==> src/rtl/custom_span_search_unit.sv <==
// Longest-contiguous-subarray search over a window of a synchronous read-only RAM.
// Criterion is either exact span (max-min == len-1) or bounded spread (max-min <= threshold).
module custom_span_search_unit #(
    parameter int DATA_W = 16,
    parameter int ADDR_W = 9,
    parameter int RD_LAT = 1
) (
    input  logic              clock,
    input  logic              resetn,
    input  logic              start,
    input  logic              abort,
    input  logic              mode,
    input  logic [DATA_W-1:0] threshold,
    input  logic [ADDR_W-1:0] base_addr,
    input  logic [ADDR_W:0]   num_elem,
    input  logic [DATA_W-1:0] read_data,
    output logic [ADDR_W-1:0] address,
    output logic              write_enable,
    output logic              busy,
    output logic              done,
    output logic [ADDR_W-1:0] start_pos,
    output logic [ADDR_W:0]   length
);
    localparam int CMP_W = (DATA_W > ADDR_W + 1) ? DATA_W : ADDR_W + 1;
    localparam int CNT_W = (RD_LAT > 1) ? $clog2(RD_LAT) : 1;
    localparam logic [ADDR_W:0]  DEPTH     = {1'b1, {ADDR_W{1'b0}}};
    localparam logic [ADDR_W:0]  ONE       = (ADDR_W + 1)'(1);
    localparam logic [CNT_W-1:0] WAIT_INIT = CNT_W'(RD_LAT - 1);

    typedef enum logic [2:0] {
        IDLE, LOAD_I, WAIT_I, CAPT_I, LOAD_J, WAIT_J, EVAL_J, DONE
    } state_t;

    state_t            state;
    logic              mode_r;
    logic [DATA_W-1:0] thr_r;
    logic [ADDR_W-1:0] base_r;
    logic [ADDR_W:0]   n_r;
    logic [ADDR_W:0]   i_r;
    logic [ADDR_W:0]   j_r;
    logic [DATA_W-1:0] min_r;
    logic [DATA_W-1:0] max_r;
    logic [ADDR_W-1:0] best_pos;
    logic [ADDR_W:0]   best_len;
    logic [CNT_W-1:0]  wait_cnt;
    logic              short_pend;

    logic [ADDR_W:0]   n_clamped;
    logic              start_ok;
    logic [DATA_W-1:0] new_min;
    logic [DATA_W-1:0] new_max;
    logic [CMP_W-1:0]  spread;
    logic [CMP_W-1:0]  span;
    logic [CMP_W-1:0]  room;
    logic [CMP_W-1:0]  thr_ext;
    logic              hit;
    logic              inner_brk;
    logic              outer_done;
    logic [ADDR_W:0]   run_len;
    logic [ADDR_W:0]   i_inc;
    logic [ADDR_W:0]   j_inc;
    logic [ADDR_W:0]   j_first;
    logic [ADDR_W-1:0] best_pos_nx;
    logic [ADDR_W:0]   best_len_nx;

    assign write_enable = 1'b0;
    assign n_clamped    = (num_elem > DEPTH) ? DEPTH : num_elem;
    assign start_ok     = start && (state == IDLE || state == DONE);

    // Evaluation datapath for EVAL_J; spread is taken on the already-updated min/max.
    always_comb begin
        // NOTE: every combinational output gets a default first so no path can infer a latch.
        new_min     = (read_data < min_r) ? read_data : min_r;
        new_max     = (read_data > max_r) ? read_data : max_r;
        spread      = CMP_W'(new_max - new_min);
        span        = CMP_W'(j_r - i_r);
        room        = CMP_W'(n_r - ONE - i_r);
        thr_ext     = CMP_W'(thr_r);
        hit         = mode_r ? (spread <= thr_ext) : (spread == span);
        run_len     = j_r - i_r + ONE;
        i_inc       = i_r + ONE;
        j_inc       = j_r + ONE;
        j_first     = i_r + ONE;
        best_pos_nx = best_pos;
        best_len_nx = best_len;
        if (hit && run_len > best_len) begin
            best_pos_nx = i_r[ADDR_W-1:0];
            best_len_nx = run_len;
        end
        // Spread only grows with j, so once past the limit no later j can hit.
        inner_brk  = (j_inc == n_r) || (mode_r ? (spread > thr_ext) : (spread > room));
        outer_done = (i_inc >= n_r - ONE) || (best_len_nx >= n_r - i_inc);
    end

    // NOTE: all state is updated with non-blocking assignments so every register samples pre-edge values.
    always_ff @(posedge clock or negedge resetn) begin
        if (!resetn) begin
            state      <= IDLE;
            mode_r     <= 1'b0;
            thr_r      <= '0;
            base_r     <= '0;
            n_r        <= '0;
            i_r        <= '0;
            j_r        <= '0;
            min_r      <= '0;
            max_r      <= '0;
            best_pos   <= '0;
            best_len   <= '0;
            wait_cnt   <= '0;
            short_pend <= 1'b0;
            address    <= '0;
            busy       <= 1'b0;
            done       <= 1'b0;
            start_pos  <= '0;
            length     <= '0;
        end else if (abort) begin
            state      <= IDLE;
            busy       <= 1'b0;
            done       <= 1'b0;
            short_pend <= 1'b0;
        end else if (start_ok) begin
            mode_r   <= mode;
            thr_r    <= threshold;
            base_r   <= base_addr;
            n_r      <= n_clamped;
            i_r      <= '0;
            best_pos <= '0;
            best_len <= (n_clamped == '0) ? '0 : ONE;
            done     <= 1'b0;
            if (n_clamped <= ONE) begin
                // Trivial count: one idle cycle, then DONE without ever touching memory.
                state      <= IDLE;
                short_pend <= 1'b1;
            end else begin
                state   <= LOAD_I;
                busy    <= 1'b1;
                address <= base_addr;
            end
        end else if (short_pend) begin
            short_pend <= 1'b0;
            state      <= DONE;
            done       <= 1'b1;
            start_pos  <= best_pos;
            length     <= best_len;
        end else begin
            case (state)
                LOAD_I: begin
                    state    <= WAIT_I;
                    wait_cnt <= WAIT_INIT;
                end
                WAIT_I: begin
                    if (wait_cnt == '0) state <= CAPT_I;
                    else wait_cnt <= wait_cnt - CNT_W'(1);
                end
                CAPT_I: begin
                    min_r   <= read_data;
                    max_r   <= read_data;
                    j_r     <= j_first;
                    address <= base_r + j_first[ADDR_W-1:0];
                    state   <= LOAD_J;
                end
                LOAD_J: begin
                    state    <= WAIT_J;
                    wait_cnt <= WAIT_INIT;
                end
                WAIT_J: begin
                    if (wait_cnt == '0) state <= EVAL_J;
                    else wait_cnt <= wait_cnt - CNT_W'(1);
                end
                EVAL_J: begin
                    min_r    <= new_min;
                    max_r    <= new_max;
                    best_pos <= best_pos_nx;
                    best_len <= best_len_nx;
                    if (inner_brk) begin
                        i_r <= i_inc;
                        if (outer_done) begin
                            state     <= DONE;
                            busy      <= 1'b0;
                            done      <= 1'b1;
                            start_pos <= best_pos_nx;
                            length    <= best_len_nx;
                        end else begin
                            state   <= LOAD_I;
                            address <= base_r + i_inc[ADDR_W-1:0];
                        end
                    end else begin
                        j_r     <= j_inc;
                        address <= base_r + j_inc[ADDR_W-1:0];
                        state   <= LOAD_J;
                    end
                end
                default: ;
            endcase
        end
    end

endmodule
==> config.mk <==
export PLATFORM = sky130hd
export DESIGN_NAME = custom_span_search_unit
export DESIGN_NICKNAME = d
export VERILOG_FILES = /design/src/rtl/custom_span_search_unit.sv
export SDC_FILE = /design/constraint.sdc
export NUM_CORES = 1
export LEC_CHECK = 0
export ABC_AREA = 1
export CAP_MARGIN = 15
export CORE_AREA = 2 2 172 174
export CTS_BUF_LIST = sky130_fd_sc_hd__clkbuf_8 sky130_fd_sc_hd__clkbuf_16
export DETAILED_ROUTE_END_ITERATION = 16
export DIE_AREA = 0 0 174 176
export PLACE_DENSITY_LB_ADDON = 0.12
export SYNTH_ARGS = -nofsm -noshare
export SYNTH_HDL_FRONTEND = slang
export SYNTH_SLANG_ARGS = --single-unit
==> constraint.sdc <==
create_clock -name clock -period 6.6 [get_ports clock]
set_input_delay 0.66 -clock clock [delete_from_list [all_inputs] [get_ports clock]]
set_output_delay 0.66 -clock clock [all_outputs]
set_load 0.02 [all_outputs]
==> metrics.csv, run 1 <==
metric;value;unit
H-tree Lvls;4;
Area Growth Syn to Fin;31.7;%
FF-to-FF path depth;49;
Syn Area/Cell;7.38;um^2
Pre-antenna DRT Iters;6;
Tot Pwr;9.67;mW
Synth Warn #;0;
CP required;6930;ps
pre-CTS setup slack;-1510;ps
Root Buffer;clkbuf_16;
Distinct cells, synth;59;
clock latency at the later pin of the worst-skew pair;450;ps
Final HPWL DP;30000;um
pin count of the biggest net entering global routing;76;
r2r setup slk;-310;ps
leakage power;8.73;nW
max frequency;144;MHz
Ports;87;
run status;finished with violations;
CP Class;in2reg;
Placer Congestion;0.913;
die width;174;um
Clock Pin Slew Worst Setup and Hold Paths;60;ps
Finished Core Util;0.601;
failing checks;negative setup slack;
CP peak stage delay;310;ps
initial antenna violation count;0;
die height;176;um
FF+latch count, synth;141;
Final Setup Violations;32;
RR Startpoint;max_r[11]$_DFFE_PN0P_;
Vias per Instance;5.23;
vias in the first global route;12319;
VDD IR max;0.365;mV
CP Data Arrival Time;7260;ps
mapped cell area;13000;um^2
CP max-delay cell;ha_1;
Cell Area, Placed;15900;um^2
post-cts hold buffer count;0;
CP endpoint;address[7]$_DFFE_PN0P_;
design area;17200;um^2
Post-Syn Instances;1765;
number of fillers in the final layout;2655;
CP dominant cell by count;nand2_1;
Fin. Hold Viols;0;
ys flop type;dfrtp_1;
Final Skew;13.5;ps
CTS tree;done;
ratio of cells with drive above 1 in the final layout;0.218;
Sink Count;141;
Power Density;563;nW/um^2
wire per inst;16.0;um
total negative slack;-8030;ps
Max Buffers Root-to-Sink;2;
crit path max fanout;17;
Worst-Margin Slew;1180;ps
Setup crit start;read_data[12];
Max-slew headroom;0.210;
maxcap violations;0;
via count;12700;
CTS Buf Count;17;
drt drc;0;
Final period util;1.05;
ANT nets after route;0;
setup ws final;-326;ps
Reg area;3530;um^2
die area;30600;um^2
CORE AREA;28500;um^2
layout net count;2267;
unrepaired setup endpoints after global routing;yes;
Post-Syn Nets;2001;
r2r endpoint;address[7]$_DFFE_PN0P_;
1st-iter DRT viols;859;
number of buffers added on ports;85;
Hold WC Path Type;in2async;
ys async rst share;1.00;
GRT overflow;0;
# rows;62;
n_diodes;0;
type of origin of the critical path;primary input;
post-route minimum period;6930;ps
register area share after synthesis;0.271;
Max Slew Vio Count;0;
GRT Overall Usage;0.259;
Post-synth EDFFs;0;
area of the multi-input gates;9040;um^2
Worst setup EP type;flop;
Post-Route WL;38900;um
first-pass GRT wire length;62900;um
Starting Density;0.457;
routing by layer:
| layer | vias up | GRT usage | wire length (um) |
|---|---|---|---|
| met5 | - | 0 | 0 |
| met4 | 0 | 0.0718 | 804 |
| met2 | 280 | 0.458 | 19300 |
| met3 | 48 | 0.0370 | 1710 |
| li1 | 6372 | - | - |
| met1 | 6000 | 0.331 | 17100 |
Yosys cell counts (11+ instances only):
master    number  area share
nand4_1       11      0.0053
nor3_1        15      0.0058
o21bai_1      14      0.0081
inv_1        229       0.066
nand2_1      422        0.12
nor2_1        99       0.029
xor2_1        55       0.037
xnor2_1       22       0.015
nand3_2       14       0.011
nand3_1       90       0.035
ha_1         166        0.16
o21ai_0      110       0.042
or2_2         21       0.010
a22oi_1       31       0.018
a21oi_1      126       0.048
dfrtp_1      141        0.27
clkbuf_1      36       0.010
o211ai_1      19       0.011
nand2_2       19      0.0091
fa_1          14       0.022
sequential cells by signal, summed over array words and instances (netlist names), named ones only:
register	flops
best_pos	9
min_r	16
mode_r	1
address	9
i_r	10
done	1
n_r	10
length	10
busy	1
short_pend	1
start_pos	9
thr_ext	16
j_r	10
state	3
base_r	9
best_len	10
max_r	15
worst min path at each step:
stage | start | to | slack (ps)
global placement | start_pos[4]$_DFFE_PN0P_ | start_pos[4]$_DFFE_PN0P_ | 460
floorplan | resetn | async pin | 360
CTS | resetn | base_r[0]$_DFFE_PN0P_ | 270
finish | resetn | base_r[0]$_DFFE_PN0P_ | 220
global route | resetn | base_r[0]$_DFFE_PN0P_ | 290
detailed placement | length[5]$_DFFE_PN0P_ | length[5]$_DFFE_PN0P_ | 470
per-stage QoR:
step	hold slack, ps	cells
after global routing	290	2427
final	216	2427
after global placement	465	2373
after floorplan	364	1765
after CTS	267	2420
after detailed placement	467	2373
power breakdown:
part	leakage, nW	switching [mW]	internal [mW]
registers	1.70	0.161	1.05
clock network	0.327	0.424	0.720
logic	6.70	4.03	3.28
critical path: cells and delay by family:
kind                     cells  cell delay, ps
XOR/XNOR                     1             180
AND/OR/NAND/NOR             24            2480
adder cells (fa/ha/maj)      4            1140
buffers and inverters        8            1180
AO/OA/AOI/OAI               12            1600
cell usage in the layout, fill, tap and decap left out, types with 6 or more instances in the layout:
master and count:
o21bai_1 14, o22ai_1 9, nor2_1 82, inv_1 225, o211ai_1 19, o21ai_1 18, nand3_2 20, a21oi_2 21
inv_2 9, clkbuf_16 19, bufinv_16 6, nand2_4 8, dfrtp_1 141, dlygate4sd2_1 7, ha_4 17, xor2_1 55
or2_2 21, nand4_1 11, nand3_1 82, xnor2_1 20, ha_1 149, a21oi_1 102, nor3_1 13, o21ai_0 86
nor2_2 22, buf_4 195, nand3_4 6, clkdlybuf4s50_1 68, buf_6 7, fa_1 13, o21a_1 7, o21ai_2 9
nor2_4 7, nand2_2 28, nand2_1 409, a22oi_1 31
timing repair:
item | 4_1_cts | 5_1_grt
cloned | 5 | 3
resized for setup | 106 | 39
endpoints found under the setup margin | 32 | 32
pin swaps | 35 | 49
setup buffers | 12 | 4
cell families after synthesis:
kind of cell / count (synthesis) / share of synthesized area
xor gates and xnor gates: 78 / 0.0530
buffers and inverters: 288 / 0.0875
other: 1 / 0.000288
and+or+nand+nor: 727 / 0.250
AOI/OAI and AO/OA: 348 / 0.156
muxes: 2 / 0.00154
DFF: 141 / 0.271
adders and majority gates: 180 / 0.181
final cells by class:
type                    count  area share
multi-input cells        1339       0.527
flip-flops and latches    141       0.206
repair buffers            295       0.148
inverters                 237      0.0518
well taps                 384      0.0280
clock buffers              18      0.0256
clock inverters            13      0.0138
Power figures use the tool's default switching activity.
==> run 2, diff against run 1 <==
--- a/constraint.sdc
+++ b/constraint.sdc
@@ -3,2 +3,2 @@
 set_output_delay 0.66 -clock clock [all_outputs]
-set_load 0.02 [all_outputs]
+set_load 0.005 [all_outputs]
==> results of run 2 <==
Same layout as run 1 (identical final DEF). Status: finished with violations: negative setup slack.
Among the figures that moved: total power 9.67 mW -> 9.63 mW
